`config.mk`:
```
export PLATFORM = sky130hd
export DESIGN_NAME = multiplier_sequencer
export DESIGN_NICKNAME = d
export VERILOG_FILES = /design/src/rtl/multiplier_sequencer.sv
export SDC_FILE = /design/constraint.sdc
export NUM_CORES = 1
export LEC_CHECK = 0
export CAP_MARGIN = 40
export CORE_MARGIN = 2
export CORE_UTILIZATION = 46
export DETAILED_ROUTE_END_ITERATION = 7
export PLACE_DENSITY = 0.83
export SETUP_SLACK_MARGIN = 0.2
export SLEW_MARGIN = 40
export SYNTH_ARGS = -nofsm -noshare
export SYNTH_HDL_FRONTEND = slang
export SYNTH_SLANG_ARGS = --single-unit
export TNS_END_PERCENT = 1
```
`constraint.sdc`:
```
create_clock -name Clk -period 3.3 [get_ports Clk]
set_input_delay 0.825 -clock Clk [delete_from_list [all_inputs] [get_ports Clk]]
set_output_delay 0.825 -clock Clk [all_outputs]
set_load 0.02 [all_outputs]
```
`src/rtl/multiplier_sequencer.sv`:
```
// multiplier_sequencer: sequences an 8x8 signed shift-add multiply through an
// external 9-bit adder_sub. The product appears as {Aval, Bval}, with X holding
// its sign-extension bit.
// Optional build macro: MULT_SKIP_ADD_EN. When it is defined, the sequencer
// bypasses the ADD cycle for every multiplier bit that is 0.
module multiplier_sequencer (
  input  logic       Clk,
  input  logic       Reset,
  input  logic       Run,
  input  logic       ClearA_LoadB,
  input  logic [7:0] S,
  input  logic [8:0] add_result,
  output logic [7:0] add_a,
  output logic [7:0] add_b,
  output logic       add_sub,
  output logic [7:0] Aval,
  output logic [7:0] Bval,
  output logic       X,
  output logic       busy,
  output logic       done
);

  localparam int unsigned DATA_W = 8;
  localparam int unsigned CNT_W  = 3;
  localparam logic [CNT_W-1:0] LAST_BIT = CNT_W'(DATA_W - 1);

  typedef enum logic [2:0] {
    IDLE  = 3'd0,
    START = 3'd1,
    ADD   = 3'd2,
    SHIFT = 3'd3,
    DONE  = 3'd4
  } state_t;

  state_t            state, state_next;
  logic [CNT_W-1:0]  cnt, cnt_next;
  logic [DATA_W-1:0] a_q, a_next;
  logic [DATA_W-1:0] b_q, b_next;
  logic              x_q, x_next;
  logic              busy_next, done_next, add_sub_next;

  // State, datapath and registered status flags.
  always_ff @(posedge Clk or posedge Reset) begin
    if (Reset) begin
      state   <= IDLE;
      cnt     <= '0;
      a_q     <= '0;
      b_q     <= '0;
      x_q     <= 1'b0;
      busy    <= 1'b0;
      done    <= 1'b0;
      add_sub <= 1'b0;
    end else begin
      state   <= state_next;
      cnt     <= cnt_next;
      a_q     <= a_next;
      b_q     <= b_next;
      x_q     <= x_next;
      busy    <= busy_next;
      done    <= done_next;
      add_sub <= add_sub_next;
    end
  end

  // Next-state and datapath updates.
  always_comb begin
    state_next = state;
    cnt_next   = cnt;
    a_next     = a_q;
    b_next     = b_q;
    x_next     = x_q;

    unique case (state)
      IDLE: begin
        // A load request takes priority over a start request.
        if (ClearA_LoadB) begin
          a_next = '0;
          x_next = 1'b0;
          b_next = S;
        end else if (Run) begin
          state_next = START;
        end
      end

      START: begin
        // B is kept so that back-to-back multiplies chain on the low byte.
        a_next   = '0;
        x_next   = 1'b0;
        cnt_next = '0;
`ifdef MULT_SKIP_ADD_EN
        state_next = b_q[0] ? ADD : SHIFT;
`else
        state_next = ADD;
`endif
      end

      ADD: begin
        if (b_q[0]) begin
          x_next = add_result[8];
          a_next = add_result[7:0];
        end
        state_next = SHIFT;
      end

      SHIFT: begin
        a_next = {x_q, a_q[DATA_W-1:1]};
        b_next = {a_q[0], b_q[DATA_W-1:1]};
        if (cnt == LAST_BIT) begin
          state_next = DONE;
        end else begin
          cnt_next = cnt + CNT_W'(1);
`ifdef MULT_SKIP_ADD_EN
          // b_q[1] becomes B[0] once this shift completes.
          state_next = b_q[1] ? ADD : SHIFT;
`else
          state_next = ADD;
`endif
        end
      end

      DONE: begin
        // A new multiply starts only after Run has been released.
        if (!Run) begin
          state_next = IDLE;
        end
      end

      default: begin
        state_next = IDLE;
      end
    endcase
  end

  // Status flags come from the next state so they change together with the state register.
  always_comb begin
    busy_next    = 1'b0;
    done_next    = 1'b0;
    add_sub_next = 1'b0;
    if ((state_next == START) || (state_next == ADD) || (state_next == SHIFT)) begin
      busy_next = 1'b1;
    end
    if (state_next == DONE) begin
      done_next = 1'b1;
    end
    // The multiplier sign bit carries a negative weight, so that step subtracts.
    if ((state_next == ADD) && (cnt_next == LAST_BIT)) begin
      add_sub_next = 1'b1;
    end
  end

  // Adder operands and register views.
  assign add_a = a_q;
  assign add_b = S;
  assign Aval  = a_q;
  assign Bval  = b_q;
  assign X     = x_q;

endmodule

```
==> results.md, run 1 <==
- Number of rows created at floorplan: 20
- Share of the synthesized area in the top cell type: 44.9%
- Worst-case clock skew: about 0.012 ns
- Post-DRT Antenna Nets: 0
- Max stage delay cell, worst path: clkdlybuf4s50_1
- Hold buffer count at CTS: 0
- Mapped Cells: ~120
- Worst Path Required: about 2.5 ns
- Count of nets after finishing: about 180
- Sum of routed wire length over all layers: around 2900 um
- Result of the run: finished, final reports clean
- Growth of design area from synthesis to finish: 33.5%
- Post-layout utilization of the core: ~64%
- Total number of H-tree levels: 1
- Via count normalized by instance count: ~5.0
- Cell area after synthesis: around 1400 um2
- GRT met1 Usage: 20.4%
- Commonest cells after routing, fill and taps aside: 56 x clkdlybuf4s50_1, 26 x dfrtp_1, 24 x mux2_2
- Max-cap check violation count: 0
- Element type at the critical path end: primary output
- Maximum vdd drop: 0.000472 V
- Slew headroom: approximately three fifths
- Time the final worst path needs with I/O delays and setup: 2.75 ns
- Tcrit/Tclk final: approximately 83%
- CTS sink count: 26
- Count of boundary I/O pins: 57
- Met3 routing resource usage after global routing: ~2.6%
- Type of the tightest min-delay check: flop to flop
- # Post-CTS Setup Buffers: 0
- Core Footprint: 3030 um2
- Maximum frequency from static timing analysis: about 0.36 GHz
- Top Usage Layer GRT: met2
- Worst setup path category: input pin to primary output
- Critical Path, Cell by Cell: clkdlybuf4s50_1 -> clkdlybuf4s50_1
- Horiz. Die Dim: 60.1 um
- Cell types occupying the most area after synthesis: dfrtp_1 45%, mux2_2 19%, buf_4 8.8%, a22o_1 5.4%, buf_6 2.3%
- Share of synthesized area occupied by flip-flops and latches: roughly 45%
- Vertical extent of the die: around 60 um
- Leak: a little over 0.8 nW
- Layout cell share with drive strength beyond 1: about 22%
- Avg Inst Size Synth: 11.9 um2
- Wire length per cell: 14.0 um
- Clock buffers created by TritonCTS: 3
- Summed negative setup slack over all endpoints: 0 ns
- Number of DRC violations after detailed routing: 0
- Largest area contributor in the netlist: dfrtp_1
- Fin worst setup slack: between 0.5 and 0.6 ns
- RSZ-0062 raised after global routing: no
- Diode count: 0
- P per Cell Area: approximately 1100 nW/um2
- Weighted congestion at the end of routability-driven global placement: approximately 0.8
- Arrival @ worst endpoint: 1.93 ns
- Port Buf Inserts: 56
- Number of search-and-repair iterations in the first detailed-routing pass: 2
- Multi-input logic area: 609 um2
- Global router's overall resource usage: about 17%
- Maximum root-to-sink buffer count: 2
- Maximum fanout count along the critical path: 2
- Final std cells w/o fill: 205
- Area of all sequential standard cells: around 650 um2
- Largest net degree at the start of global routing: 27
- Post-Synthesis Net Count: ~140
- CTS tree: done
- Flip-flop and latch count after synthesis: 26
- Insertion delay to the later sink of the worst-skew pair: between 0.3 and 0.4 ns
- Cell family contributing the most delay on the critical path: buffers and inverters
- Number of warnings printed during yosys synthesis: 0
- Most frequent CP cell: clkdlybuf4s50_1
- Dpl ws: between 0.5 and 0.6 ns
- Most common cell after layout, fill and taps aside: clkdlybuf4s50_1
- Clock-pin slew on the worst setup and hold paths: approximately 0.13 ns
- Clock root buffer master: clkbuf_4
- Overall die area: ~3600 um2
- Hold violation total from the final report: 0
- Number of resized instances in the post-cts repair step: 0
- GRT Residual Overflow: 0
- Effective utilization at floorplan: between 40 and 50%
- Initial antenna violation count: 0
- Pin slew with the least headroom to its limit: approximately 0.59 ns
- Peak per-stage delay on the critical path: 0.62 ns
- Total instance count after detailed placement: around 200
- Final setup violation count: 0
- Vias: 1022
- Synth unique cells: 34
- Drt first-iter violations: 20
- Kind of start point of the critical path: input pin
- Filler Cell Count: between 200 and 300
- Via count of the first global-routing pass: between 1k and 1.5k
- Max-slew violation count: 0
- First-pass GRT wire length: ~4600 um
- Met2 Track Usage GR: between 30% and 40%
- Critical path buffer and inverter count: 2
- HPWL after DPL: around 2200 um
worst paths after layout:
path	start	end	slack [ns]	cells past startpoint
worst max-delay path	S[5]	add_b[5]	0.55	2
worst min-delay path	Bval[7]$_DFFE_PP0P_	Bval[7]$_DFFE_PP0P_	0.55	1
worst max register to register	state[1]$_DFF_PP0_	Bval[3]$_DFFE_PP0P_	1.30	3
worst min register to register	Bval[7]$_DFFE_PP0P_	Bval[7]$_DFFE_PP0P_	0.55	1
max in group asynchronous	Reset	Aval[1]$_DFFE_PP0P_	2.09	2
min in group asynchronous	Reset	cnt[2]$_DFF_PP0_	0.85	2
routing by layer:
metal | up-vias | part of all wire [%]
li1 | 501 | -
met1 | 482 | 43
met2 | 39 | 51
met3 | 0 | 6.2
met4 | 0 | 0
met5 | - | 0
sequential cells by signal, indices dropped and copies added, names as in the netlist:
signal	cells
Aval	8
Bval	8
X	1
add_sub	1
busy	1
cnt	3
done	1
state	3
per-stage QoR:
step           cell area [um2]  hold slack (ns)  power, mW
2_1_floorplan             1450            0.492       1.55
3_3_place_gp              1900            0.514       1.86
3_5_place_dp              1900            0.522       1.91
4_1_cts                   1930            0.553       2.07
5_1_grt                   1930            0.575       2.19
6_report                  1930            0.551       2.05
report_power, final:
part,leakage (nW),switching (mW),internal [mW]
logic,0.487,0.577,0.684
registers,0.315,0.155,0.472
clock network,0.0210,0.0932,0.0674
logic make-up after synthesis:
family / Yosys count / share of synthesized area (%)
buf+inv: 27 / 13.0
flops: 26 / 44.9
mux: 25 / 19.3
compound gates: 23 / 13.2
simple gates: 19 / 8.03
xor+xnor: 1 / 0.605
fa+ha+maj: 1 / 0.863
area by class of cell:
| cell class | instances | share of cell area, % |
|---|---|---|
| Multi-Input combinational cell | 69 | 31.5 |
| Sequential cell | 26 | 33.6 |
| Tap cell | 44 | 2.85 |
| Timing Repair Buffer | 56 | 29.0 |
| Inverter | 6 | 1.16 |
| Clock buffer | 4 | 1.88 |
synth_stat cells:
cell type,instances
a2111oi_0,1
a211oi_1,1
a21o_1,1
a21oi_1,1
a21oi_2,1
a21oi_4,1
a22o_1,9
a31oi_1,1
a32o_1,2
and3_1,1
and3_2,1
and3b_1,1
buf_2,1
buf_4,17
buf_6,3
dfrtp_1,26
ha_1,1
inv_1,6
mux2_2,24
mux2i_1,1
nand2_1,4
nand3_1,2
nand3b_1,1
nor2_1,4
nor2b_1,1
nor3b_2,1
o21ai_0,2
o21bai_1,1
o22ai_1,1
o2bb2ai_1,1
or2b_1,1
or3b_2,1
or3b_4,1
xnor2_1,1
(Power assumes the default switching activity.)
==> run 2: changes to the inputs <==
- CORE_UTILIZATION: 46 -> 39
- PLACE_DENSITY: 0.83 -> 0.75
- clock period: 3.3 -> 2.2 ns (I/O delays scaled with it)
==> run 2 against run 1 <==
  * Final cell count increased by 3.9%
  * Utilization decreased by 8.5 points
  * Via count increased by 5.7%
  * Total power increased by 54%
  * Clock power increased by 63%
  * Wire length increased by 7.9%
  * Die area increased by 17%
  * Worst hold slack got worse by 0.0097 ns
  * Critical endpoint is now Bval[7]$_DFFE_PP0P_
  * Largest power group unchanged
==> results.md, run 2 (synthesized netlist as in run 1, its figures left out) <==
- Peak per-stage delay on the critical path: 0.51 ns (-0.11 ns)
- Result of the run: finished, final reports clean
- Hold violation total from the final report: 0 (unchanged)
- Worst setup path category: input pin to flop
- RSZ-0062 raised after global routing: yes
- Dpl ws: -0.0869 ns (-0.629 ns)
- Count of nets after finishing: 189 (+2.7%)
- GRT Residual Overflow: 0 (unchanged)
- Maximum root-to-sink buffer count: 2 (unchanged)
- Type of the tightest min-delay check: flop to flop
- Drt first-iter violations: 48 (+140%)
- Most common cell after layout, fill and taps aside: clkdlybuf4s50_1
- Sum of routed wire length over all layers: 3100 um (+7.9%)
- Worst Path Required: 2.35 ns (-0.12 ns)
- Time the final worst path needs with I/O delays and setup: 1.97 ns
- Via count normalized by instance count: 5.07 (+1.7%)
- HPWL after DPL: 2250 um (+2.9%)
- Insertion delay to the later sink of the worst-skew pair: 0.27 ns (-0.05 ns)
- Worst-case register-to-register setup slack: 0.29 ns (-1.01 ns)
- Clock root buffer master: clkbuf_8
- P per Cell Area: 1570 nW/um2 (+49%)
- First-pass GRT wire length: 5220 um (+13%)
- R2R Path End: Bval[2]$_DFFE_PP0P_
- Max-cap check violation count: 0 (unchanged)
- Horiz. Die Dim: 65.0 um (+8.0%)
- Tcrit/Tclk final: roughly nine tenths
- Kind of start point of the critical path: input pin
- Global router's overall resource usage: 15.7% (-0.86 points)
- Growth of design area from synthesis to finish: 37.9%
- Critical path depth in cells: 4 (+2)
- Commonest cells after routing, fill and taps aside: 48 x clkdlybuf4s50_1, 26 x dfrtp_1, 24 x mux2_2
- Layout cell share with drive strength beyond 1: 23.0% (+1.3 points)
- Port Buf Inserts: 56 (unchanged)
- Worst hold stages: 1 (unchanged)
- Clock buffers created by TritonCTS: 3 (unchanged)
- Fin worst setup slack: 0.232 ns (-0.318 ns)
- Arrival @ worst endpoint: 2.12 ns (+0.19 ns)
- Post-route worst hold slack: 0.541 ns (-0.00973 ns)
- Weighted congestion at the end of routability-driven global placement: 0.757 (-2.6%)
- Critical Path, Cell by Cell: clkdlybuf4s50_1 -> or3b_4 -> a21oi_4 -> mux2_2
- Final setup violation count: 0 (unchanged)
- Vertical extent of the die: 65.0 um (+8.0%)
- Effective utilization at floorplan: 40.2% (-7.7 points)
- Post-DRT Antenna Nets: 0 (unchanged)
- Initial antenna violation count: 0 (unchanged)
- Worst R2R Path Depth: 3 (unchanged)
- Maximum vdd drop: 0.000518 V (+9.6%)
- Max-slew violation count: 0 (unchanged)
- Critical path buffer and inverter count: 1 (-1)
- Filler Cell Count: 313 (+18%)
- Post-layout utilization of the core: 55.4% (-8.5 points)
- Number of DRC violations after detailed routing: 0 (unchanged)
- Worst flop-to-flop path startpoint: state[0]$_DFF_PP0_
- Largest net degree at the start of global routing: 27 (unchanged)
- Vias: 1080 (+5.7%)
- Count of boundary I/O pins: 57 (unchanged)
- Hold Path Origin: Bval[5]$_DFFE_PP0P_
- Clock-pin slew on the worst setup and hold paths: 0.08 ns (-0.05 ns)
- CTS tree: done
- Number of search-and-repair iterations in the first detailed-routing pass: 4 (+2)
- Maximum frequency from static timing analysis: about 0.51 GHz
- Overall die area: 4220 um2 (+17%)
- Maximum fanout count along the critical path: 8 (+6)
- Via count of the first global-routing pass: 1140 (+9.2%)
- Wire length per cell: 14.5 um (+3.9%)
- Diode count: 0 (unchanged)
- Hold worst-path end: Bval[5]$_DFFE_PP0P_
- Cell family contributing the most delay on the critical path: buffers and inverters
- Pin slew with the least headroom to its limit: 0.596 ns (+0.00851 ns)
- Slew headroom: 60.3% (-0.57 points)
- Element type at the critical path end: flop
- CTS sink count: 26 (unchanged)
- Total number of H-tree levels: 1 (unchanged)
- Max stage delay cell, worst path: clkdlybuf4s50_1
- Number of rows created at floorplan: 22 (+10%)
- Worst-case clock skew: 0.00366 ns (-0.00856 ns)
- Core Footprint: 3610 um2 (+19%)
- Leak: 0.914 nW (+11%)
==> run 2: through the flow <==
step | setup TNS, ns | power, mW | area, um2 | instances
after floorplan | 0 | 2.32 | 1450 | 122
after global placement | -0.138 | 2.84 | 1940 | 210
after detailed placement | -0.666 | 2.91 | 1940 | 210
after CTS | 0 | 3.18 | 1980 | 213
after global routing | 0 | 3.37 | 2000 | 213
final | 0 | 3.15 | 2000 | 213
==> run 2: how the worst max path moves through the flow <==
stage                                endpoint  slack (ns)          from
final                     Bval[7]$_DFFE_PP0P_        0.23  ClearA_LoadB
after detailed placement  Bval[7]$_DFFE_PP0P_       -0.09  ClearA_LoadB
after global routing      Bval[1]$_DFFE_PP0P_        0.20  ClearA_LoadB
after floorplan           Bval[0]$_DFFE_PP0P_        0.55  ClearA_LoadB
after global placement    Bval[7]$_DFFE_PP0P_       -0.02  ClearA_LoadB
after CTS                            add_b[1]       0.002          S[1]
==> run 2: repair_timing <==
item | 4_1_cts | 5_1_grt
gates resized for setup | 1 | 7
setup buffers | 0 | 0
pin swaps | 0 | 1
hold buffers | 0 | 0
setup endpoints to repair | 8 | 15
==> run 2: final cells by class <==
type                            instances  area [um2]  share of cell area (%)
Sequential cell                        26         651                    32.6
Timing Repair Buffer                   61         614                    30.7
Multi-Input combinational cell         69         609                    30.5
Tap cell                               48        60.1                    3.01
Clock buffer                            3        41.3                    2.07
Inverter                                6        22.5                    1.13
==> run 2: metal layers <==
metal	GRT usage (%)	vias to the layer above	part of all wire [%]	wire (um)
met3	2.95	6	7.3	225
met2	28.0	49	49	1510
met4	6.38	0	1.4	42
met1	18.5	519	42	1320
met5	0	-	0	0
li1	-	506	-	-
==> run 2: power by group <==
group          internal, mW  switching, mW  leakage, nW  total (mW)
registers             0.709          0.220        0.315       0.930
logic                  1.06          0.893        0.577        1.95
clock network         0.123          0.141       0.0216       0.263
